### config.mk
export PLATFORM = sky130hd
export DESIGN_NAME = ace_snoop_responder
export DESIGN_NICKNAME = d
export VERILOG_FILES = /design/src/rtl/ace_snoop_responder.sv
export SDC_FILE = /design/constraint.sdc
export NUM_CORES = 1
export LEC_CHECK = 0
export ABC_AREA = 1
export BUFFER_PORTS_ARGS = -buffer_cell sky130_fd_sc_hd__buf_2
export CAP_MARGIN = 0
export CORE_ASPECT_RATIO = 0.6
export CORE_MARGIN = 8
export CORE_UTILIZATION = 40
export CTS_CLUSTER_SIZE = 12
export DETAILED_ROUTE_END_ITERATION = 10
export GPL_TIMING_DRIVEN = 0
export PLACE_DENSITY = 0.8
export SYNTH_ARGS = -nofsm -noshare
export SYNTH_HDL_FRONTEND = slang
export SYNTH_SLANG_ARGS = --single-unit
### constraint.sdc
create_clock -name clk_i -period 4.35 [get_ports clk_i]
set_clock_uncertainty 0.1 [all_clocks]
set_input_delay 0.2175 -clock clk_i [delete_from_list [all_inputs] [get_ports clk_i]]
set_output_delay 0.2175 -clock clk_i [all_outputs]
set_load 0.01 [all_outputs]
### src/rtl/ace_snoop_responder.sv
// ACE snoop responder: accepts one AC snoop, looks the line up, answers on CR,
// streams the line on CD when needed, then commits the resulting state change.
package ace_snoop_pkg;
  typedef struct packed {
    logic [31:0] addr;
    logic [3:0]  snoop;
  } ac_chan_t;

  typedef struct packed {
    ac_chan_t ac;
    logic     ac_valid;
    logic     cr_ready;
    logic     cd_ready;
  } snoop_req_t;

  typedef struct packed {
    logic [63:0] data;
    logic        last;
  } cd_chan_t;

  typedef struct packed {
    logic       ac_ready;
    logic       cr_valid;
    logic [4:0] cr_resp;
    logic       cd_valid;
    cd_chan_t   cd;
  } snoop_resp_t;
endpackage

module ace_snoop_responder #(
  parameter int unsigned AddrWidth    = 32,
  parameter int unsigned DataWidth    = 64,
  parameter int unsigned BeatsPerLine = 4,
  parameter type snoop_req_t  = ace_snoop_pkg::snoop_req_t,
  parameter type snoop_resp_t = ace_snoop_pkg::snoop_resp_t
) (
  input  logic                            clk_i,
  input  logic                            rst_ni,
  input  snoop_req_t                      snoop_req_i,
  output snoop_resp_t                     snoop_resp_o,
  output logic                            lkp_valid_o,
  output logic [AddrWidth-1:0]            lkp_addr_o,
  input  logic                            lkp_ready_i,
  input  logic                            lkp_hit_i,
  input  logic                            lkp_dirty_i,
  input  logic                            lkp_shared_i,
  output logic                            rd_en_o,
  output logic [AddrWidth-1:0]            rd_addr_o,
  output logic [$clog2(BeatsPerLine)-1:0] rd_beat_o,
  input  logic [DataWidth-1:0]            rd_data_i,
  output logic                            upd_valid_o,
  output logic [AddrWidth-1:0]            upd_addr_o,
  output logic                            upd_inval_o,
  output logic                            upd_clean_o,
  output logic                            upd_shared_o,
  input  logic                            upd_ready_i
);
  localparam int unsigned BeatW = $clog2(BeatsPerLine);

  typedef enum logic [2:0] {
    IDLE, LOOKUP, SEND_CR, RD_BEAT, DRIVE_BEAT, UPDATE
  } state_e;

  state_e               state_q, state_d;
  logic [AddrWidth-1:0] addr_q, addr_d;
  logic [3:0]           snoop_q, snoop_d;
  logic [4:0]           resp_q, resp_d;
  logic                 need_data_q, need_data_d;
  logic                 need_upd_q, need_upd_d;
  logic                 inval_q, inval_d;
  logic                 clean_q, clean_d;
  logic                 shared_q, shared_d;
  logic [BeatW-1:0]     beat_q, beat_d;
  logic [DataWidth-1:0] hold_q, hold_d;
  logic                 fresh_q, fresh_d;

  logic dec_known, dec_data, dec_is_shared, dec_pass_dirty;
  logic dec_inval, dec_clean, dec_shared, dec_valid;
  logic last_beat;

  // Snoop decode of the latched opcode against the current lookup result.
  always_comb begin
    dec_known      = 1'b1;
    dec_data       = 1'b0;
    dec_is_shared  = 1'b0;
    dec_pass_dirty = 1'b0;
    dec_inval      = 1'b0;
    dec_clean      = 1'b0;
    dec_shared     = 1'b0;
    case (snoop_q)
      4'b0000: begin
        dec_data      = 1'b1;
        dec_is_shared = 1'b1;
      end
      4'b0001, 4'b0010, 4'b0011: begin
        dec_data       = 1'b1;
        dec_is_shared  = 1'b1;
        dec_pass_dirty = lkp_dirty_i;
        dec_clean      = 1'b1;
        dec_shared     = 1'b1;
      end
      4'b0111, 4'b1001: begin
        dec_data       = 1'b1;
        dec_pass_dirty = lkp_dirty_i;
        dec_inval      = 1'b1;
      end
      4'b1101: dec_inval = 1'b1;
      4'b1000: begin
        dec_is_shared = 1'b1;
        if (lkp_dirty_i) begin
          dec_data       = 1'b1;
          dec_pass_dirty = 1'b1;
          dec_clean      = 1'b1;
        end
      end
      default: dec_known = 1'b0;
    endcase
    dec_valid = lkp_hit_i & dec_known;
  end

  assign last_beat = (beat_q == BeatW'(BeatsPerLine - 1));

  always_comb begin
    state_d     = state_q;
    addr_d      = addr_q;
    snoop_d     = snoop_q;
    resp_d      = resp_q;
    need_data_d = need_data_q;
    need_upd_d  = need_upd_q;
    inval_d     = inval_q;
    clean_d     = clean_q;
    shared_d    = shared_q;
    beat_d      = beat_q;
    hold_d      = hold_q;
    fresh_d     = 1'b0;
    case (state_q)
      IDLE: begin
        if (snoop_req_i.ac_valid) begin
          addr_d  = snoop_req_i.ac.addr;
          snoop_d = snoop_req_i.ac.snoop;
          beat_d  = '0;
          state_d = LOOKUP;
        end
      end
      LOOKUP: begin
        if (lkp_ready_i) begin
          resp_d      = dec_valid ? {~lkp_shared_i, dec_is_shared, dec_pass_dirty, 1'b0, dec_data}
                                  : 5'b0;
          need_data_d = dec_valid & dec_data;
          inval_d     = dec_valid & dec_inval;
          clean_d     = dec_valid & dec_clean;
          shared_d    = dec_valid & dec_shared;
          need_upd_d  = dec_valid & (dec_inval | dec_clean | dec_shared);
          state_d     = SEND_CR;
        end
      end
      SEND_CR: begin
        if (snoop_req_i.cr_ready) begin
          if (need_data_q)     state_d = RD_BEAT;
          else if (need_upd_q) state_d = UPDATE;
          else                 state_d = IDLE;
        end
      end
      RD_BEAT: begin
        state_d = DRIVE_BEAT;
        fresh_d = 1'b1;
      end
      // RAM data arrives in the first DRIVE_BEAT cycle; it is captured then so
      // the beat stays stable however long the CCU stalls.
      DRIVE_BEAT: begin
        if (fresh_q) hold_d = rd_data_i;
        if (snoop_req_i.cd_ready) begin
          if (last_beat) begin
            state_d = need_upd_q ? UPDATE : IDLE;
          end else begin
            beat_d  = beat_q + BeatW'(1);
            state_d = RD_BEAT;
          end
        end
      end
      UPDATE: begin
        if (upd_ready_i) state_d = IDLE;
      end
      default: state_d = IDLE;
    endcase
  end

  always_ff @(posedge clk_i or negedge rst_ni) begin
    if (!rst_ni) begin
      state_q     <= IDLE;
      addr_q      <= '0;
      snoop_q     <= '0;
      resp_q      <= '0;
      need_data_q <= 1'b0;
      need_upd_q  <= 1'b0;
      inval_q     <= 1'b0;
      clean_q     <= 1'b0;
      shared_q    <= 1'b0;
      beat_q      <= '0;
      hold_q      <= '0;
      fresh_q     <= 1'b0;
    end else begin
      state_q     <= state_d;
      addr_q      <= addr_d;
      snoop_q     <= snoop_d;
      resp_q      <= resp_d;
      need_data_q <= need_data_d;
      need_upd_q  <= need_upd_d;
      inval_q     <= inval_d;
      clean_q     <= clean_d;
      shared_q    <= shared_d;
      beat_q      <= beat_d;
      hold_q      <= hold_d;
      fresh_q     <= fresh_d;
    end
  end

  always_comb begin
    snoop_resp_o          = '0;
    snoop_resp_o.ac_ready = (state_q == IDLE);
    snoop_resp_o.cr_valid = (state_q == SEND_CR);
    snoop_resp_o.cr_resp  = resp_q;
    snoop_resp_o.cd_valid = (state_q == DRIVE_BEAT);
    snoop_resp_o.cd.data  = (state_q == DRIVE_BEAT) ? (fresh_q ? rd_data_i : hold_q) : '0;
    snoop_resp_o.cd.last  = (state_q == DRIVE_BEAT) && last_beat;
  end

  assign lkp_valid_o  = (state_q == LOOKUP);
  assign lkp_addr_o   = addr_q;
  assign rd_en_o      = (state_q == RD_BEAT);
  assign rd_addr_o    = addr_q;
  assign rd_beat_o    = beat_q;
  assign upd_valid_o  = (state_q == UPDATE);
  assign upd_addr_o   = addr_q;
  assign upd_inval_o  = inval_q;
  assign upd_clean_o  = clean_q;
  assign upd_shared_o = shared_q;
endmodule

==> results.py, run 1 <==
metrics = {
    "status": {
        "outcome": "finished clean",
    },
    "sta": {
        "finalCriticalPeriod_ns": 2.37,
        "rsz0062_at_grt": "no",
        "fin_crit_sh": 0.545,
        "drv_slew": 0,
        "fmax_mhz": 421,
        "fin_tns_setup_ns": 0,
        "final_hold_viol_count": 0,
        "slew_headroom": 0.627,
        "worst_slew_pin_slew_ns": 0.559,
        "final-setup-viol-count": 0,
    },
    "worst_hold_path": {
        "min_path_cells": 3,
        "hp-class": "in2reg",
    },
    "floorplan": {
        "die_h_um": 111,
        "initial_core_util": 0.412,
        "die_w_um": 175,
        "rows": 34,
        "die_area_um2": 19400,
        "io_pins": 287,
        "core_area_um2": 14600,
    },
    "clocking": {
        "tritoncts": "yes",
        "cts_setup_buffers": 0,
        "insertion_delay_ns": 0.40,
        "ctsLongestPathBuffers": 2,
        "htree_num_levels": 4,
        "cts_num_sinks": 114,
        "numCtsBuffers": 17,
        "clk_pin_slew_ns": 0.06,
        "root_buffer": "clkbuf_16",
    },
    "detailed_routing": {
        "wl_met3_um": 1530,
        "drt_iter0_markers": 489,
        "drc": 0,
        "vias": 5951,
        "vias_per_cell": 4.75,
        "met1_length_um": 9170,
        "route.met2.wl_um": 9190,
        "postRouteAntennaNets": 0,
        "drt_pre_antenna_iters": 5,
        "wl_per_cell_um": 16.1,
        "top_layer_used": "met4",
        "routed_wl_um": 20200,
    },
    "yosys": {
        "synth_area_um2": 6040,
        "avgSynthCellArea_um2": 8.57,
        "synth_nets": 815,
        "synth_edf_count": 0,
        "netlist_instances": 704,
        "synthArstFlopShare": 1.00,
        "synth_top_cell_area_share": 0.473,
        "synth.most_common_cell": "nand2_1",
        "yosys-top-cells-count": "nand2_1, dfrtp_1, nor2_1",
        "synth-seq-cells": 114,
        "synth-main-ff-cell": "dfrtp_1",
        "yosysTopAreaCell": "dfrtp_1",
        "synth.area.top_cells": "dfrtp_1, nand2_1, mux2i_1",
        "synth_cell_types": 28,
        "yosys_warnings": 0,
        "seq_area_frac_synth": 0.473,
    },
    "global_routing": {
        "grt-ovfl-total": 0,
        "grt_max_degree": 79,
        "grt.total_usage": 0.200,
        "grt_antenna_before_repair": 0,
        "grt_pass1_vias": 5814,
        "grt_pass1_wl_um": 31700,
    },
    "placement": {
        "place_congestion": 0.875,
        "numPortBuffers": 284,
        "place_inst": 1187,
        "hpwl_um": 15400,
    },
    "layout": {
        "nets": 1155,
        "regArea_um2": 2850,
        "drive_gt1_frac": 0.397,
        "fillCellCount": 1306,
        "stdcell_count": 1252,
        "area_delta_synth_final_pct": 43.0,
        "multi_input_area_um2": 2360,
        "antenna_cells": 0,
    },
    "setup_path": {
        "r2r_cells": 7,
        "required_ns": 4.03,
        "critPathKind": "reg2out",
        "start_kind": "register",
        "end_kind": "output pin",
        "crit_arrival_ns": 2.06,
        "path_max_fanout": 10,
    },
    "power_and_ir_drop": {
        "p_total_mw": 5.89,
        "peakVddDrop_mv": 0.343,
        "powerDensity_nw_per_um2": 683,
        "leakagePower_nw": 4.73,
    },
    "job": {
        "maxCapViolations": 0,
    },
}
[worst max-delay path, cell delays in order, from the launching register on]
cell and delay [ns]:
dfrtp_1 0.46, nor2_4 0.20, nand2_2 0.15, buf_4 0.21, buf_6 0.16, buf_6 0.15
nor2_1 0.14, buf_2 0.17
[placed cells by master, fill, tap and decap left out, types with 2 or more instances in the layout]
cell and count:
nand4_1 3, clkinv_2 6, mux2i_1 64, clkbuf_16 17, o21ai_1 10, a21oi_1 3, nand2_1 174, nand3_1 48
o21ai_0 58, clkbuf_1 9, buf_4 67, dfrtp_1 114, clkinv_4 2, nor2_4 2, inv_2 2, clkinvlp_4 2
dlygate4sd3_1 36, buf_2 301, inv_1 18, nand2_2 2, buf_6 11, nand3b_1 3, nor2_1 89
[flip-flops by register name (all words and copies together), names as in the netlist]
| register | flops |
|---|---|
| resp_q | 4 |
| hold_q | 64 |
| upd_shared_o | 1 |
| upd_inval_o | 1 |
| fresh_q | 1 |
| upd_clean_o | 1 |
| snoop_q | 4 |
| need_upd_q | 1 |
| rd_beat_o | 2 |
| state_q | 3 |
| lkp_addr_o | 32 |
[layer usage]
| layer | up-vias | GRT usage |
|---|---|---|
| met5 | - | 0 |
| met4 | 0 | 0.0517 |
| met3 | 20 | 0.0544 |
| met2 | 254 | 0.312 |
| met1 | 2781 | 0.271 |
| li1 | 2896 | - |
[cells by family after synthesis]
family,synth area share
AND/OR/NAND/NOR,0.222
buffers and inverters,0.136
multiplexers,0.106
adder cells (fa/ha/maj),0.00207
other,0.000621
flip-flops,0.473
AO/OA/AOI/OAI,0.0612
[where the power goes]
| group | internal [mW] | switching (mW) |
|---|---|---|
| Combinational | 1.25 | 1.47 |
| Clock | 0.784 | 0.473 |
| Sequential | 1.53 | 0.383 |
| Total | 3.57 | 2.33 |
[metrics by stage]
step	worst slack [ns]	area (um^2)	util	hold WS, ns
after floorplan	2.76	6040	-	-0.178
after global placement	1.52	7700	0.527	0.350
after detailed placement	2.36	7740	0.529	0.0480
after CTS	1.92	8630	0.590	0.00329
after global routing	1.84	8630	0.590	0.00778
final	1.98	8630	0.590	0.0143
[path summary, 6_finish.rpt]
path	startpoint	endpoint	slack, ns
worst max-delay path	state_q[1]	snoop_resp_o[50]	1.98
worst min-delay path	rd_data_i[31]	hold_q[31]	0.01
worst max register to register	state_q[1]	hold_q[22]	2.66
worst min register to register	resp_q[4]	resp_q[4]	0.38
max in group asynchronous	rst_ni	hold_q[59]	3.25
min in group asynchronous	rst_ni	snoop_q[1]	0.19
[cell type report]
| cell class | count | area share |
|---|---|---|
| Timing Repair Buffer | 321 | 0.210 |
| Clock inverter | 11 | 0.0107 |
| Multi-Input combinational cell | 465 | 0.274 |
| Sequential cell | 114 | 0.331 |
| Buffer | 105 | 0.0863 |
| Tap cell | 198 | 0.0287 |
| Clock buffer | 18 | 0.0509 |
| Inverter | 20 | 0.00870 |
[what timing repair did]
action | CTS | global route
hold buffers | 36 | 0
endpoints found under the hold margin | 71 | 0
gates resized for setup | 0 | 0
Note: power is estimated with default switching activity, not from simulation.
==> run 2: changes to the inputs <==
Clock period 4.35 ns to 2.4 ns, I/O delays scaled along.
==> run 2 against run 1 <==
Compared with the run above: sequential power is 82% higher; clock-buffer cell count stayed put; non-clock buffer count is 71 higher; global-route usage is 1.8 points higher; clock power is 81% higher; utilization is 4.8 points higher; routed wire length is 7.5% higher; sequential share of layout area is 2.5 points lower; combinational power is 87% higher; total power is 84% higher; highest routed layer unchanged; cell count is 5.7% higher.
==> results.py, run 2 (synthesized netlist as in run 1, its figures left out) <==
metrics = {
    "sta": {
        "fmax_mhz": 437,
        "final_hold_viol_count": 0,
        "worst_slew_pin_slew_ns": 0.557,
        "rsz0062_at_grt": "no",
        "slew_headroom": 0.629,
        "drv_slew": 0,
        "fin_crit_sh": 0.954,
        "fin_tns_setup_ns": 0,
        "finalCriticalPeriod_ns": 2.29,
        "final-setup-viol-count": 0,
    },
    "clocking": {
        "clk_pin_slew_ns": 0.05,
        "numCtsBuffers": 17,
        "htree_num_levels": 4,
        "insertion_delay_ns": 0.39,
        "tritoncts": "yes",
        "ctsLongestPathBuffers": 2,
        "root_buffer": "clkbuf_16",
        "cts_num_sinks": 114,
    },
    "layout": {
        "largest_register_ffs": 64,
        "fillCellCount": 1214,
        "stdcell_area_um2": 9340,
        "antenna_cells": 0,
        "final_cell_mix": "buf_2, nand2_1, dfrtp_1",
        "layout_commonest_cell": "buf_2",
        "largest-register": "hold_q",
        "nets": 1226,
        "drive_gt1_frac": 0.373,
        "final_util": 0.638,
        "stdcell_count": 1323,
        "area_delta_synth_final_pct": 54.7,
    },
    "floorplan": {
        "io_pins": 287,
        "core_area_um2": 14600,
        "die_w_um": 175,
        "rows": 34,
        "initial_core_util": 0.412,
        "die_area_um2": 19400,
        "die_h_um": 111,
    },
    "setup_path": {
        "required_ns": 2.18,
        "r2r_cells": 7,
        "crit_arrival_ns": 2.07,
        "crit_slowest_cell": "dfrtp_1",
        "slowest_delay_ns": 0.46,
        "crit_top_cell": "buf_6",
        "end_kind": "output pin",
        "critPathTopFamily": "buffers and inverters",
        "crit_cells": 7,
        "path_max_fanout": 10,
        "start_kind": "register",
        "critPathKind": "reg2out",
        "crit_chain": "nor2_4 -> nand2_2 -> buf_4 -> buf_6 -> buf_6 -> nor2_1 -> buf_2",
        "cp_num_buf_inv": 4,
    },
    "detailed_routing": {
        "postRouteAntennaNets": 0,
        "routed_wl_um": 21700,
        "wl_per_cell_um": 16.4,
        "drt_pre_antenna_iters": 7,
        "drc": 0,
        "vias_per_cell": 4.81,
        "drt_iter0_markers": 591,
        "vias": 6368,
    },
    "power_and_ir_drop": {
        "swShare": 0.395,
        "peakVddDrop_mv": 0.652,
        "intPower_mw": 6.57,
        "p_sw_mw": 4.29,
        "p_total_mw": 10.9,
        "pwr-share-seq": 0.320,
        "leakagePower_nw": 5.03,
        "powerDensity_nw_per_um2": 1160,
        "clkPwrFrac": 0.210,
        "p_comb_frac": 0.470,
    },
    "placement": {
        "hpwl_um": 15400,
        "placed_cell_area_um2": 7740,
        "place_inst": 1187,
        "numPortBuffers": 284,
        "place_congestion": 0.875,
    },
    "status": {
        "outcome": "finished clean",
    },
    "worst_hold_path": {
        "hp-class": "in2reg",
        "min_path_cells": 3,
    },
    "global_routing": {
        "grt_pass1_vias": 6330,
        "grt_max_degree": 79,
        "grt-ovfl-total": 0,
        "grt_pass1_wl_um": 34400,
        "grt_antenna_before_repair": 0,
        "grt.total_usage": 0.218,
    },
    "job": {
        "maxCapViolations": 0,
    },
}
==> run 2: what timing repair did <==
| action | 4_1_cts | 5_1_grt |
|---|---|---|
| setup buffers | 0 | 2 |
| endpoints found under the setup margin | 0 | 1 |
| hold buffers | 105 | 0 |
| hold endpoints to repair | 220 | 0 |
| resized for setup | 0 | 0 |
==> run 2: metal layers <==
layer	GRT usage	vias up	wire length [um]	share of wire
met4	0.0703	0	518	0.024
met3	0.0568	43	1480	0.068
met5	0	-	0	0
li1	-	3045	-	-
met2	0.350	270	10100	0.47
met1	0.283	3010	9590	0.44
==> run 2: area by class of cell <==
class	count	area, um^2	share of cell area
sequential	114	2850	0.306
tap	198	248	0.0265
buffer	105	744	0.0797
timing repair buffer	392	2520	0.270
clock buffer	18	439	0.0470
clock inverter	11	92.6	0.00992
inverter	20	75.1	0.00804
multi-input combinational	465	2360	0.253
==> run 2: power by group through the flow <==
stage	clock network (mW)	logic (mW)	registers (mW)
final	2.28	5.10	3.47
after global routing	2.42	5.62	3.58
after floorplan	0	3.11	3.43
after global placement	0	4.75	3.43
after CTS	2.32	5.04	3.44
after detailed placement	0	4.90	3.45
==> run 2: final timing paths <==
path | from | endpoint | slack (ns)
max reg2reg | state_q[0] | state_q[0] | 0.49
min | lkp_ready_i | upd_inval_o | 0.02
min reg2reg | resp_q[4] | resp_q[4] | 0.38
max | state_q[1] | snoop_resp_o[50] | 0.11
max in group asynchronous | rst_ni | hold_q[57] | 1.39
min in group asynchronous | rst_ni | lkp_addr_o[27] | 0.09
==> run 2: stage by stage <==
step,hold slack [ns],worst slack (ns)
finish,0.0233,0.110
global route,0.0247,0.00289
CTS,0.00750,0.0699
detailed placement,-0.0495,0.509
global placement,0.252,-0.335
floorplan,-0.276,0.904
==> run 2: worst register-to-register path, delay by kind of cell (launching register included) <==
| family | cells | cell delay [ns] |
|---|---|---|
| DFF | 1 | 0.44 |
| and+or+nand+nor | 5 | 0.57 |
| buffers and inverters | 2 | 0.73 |
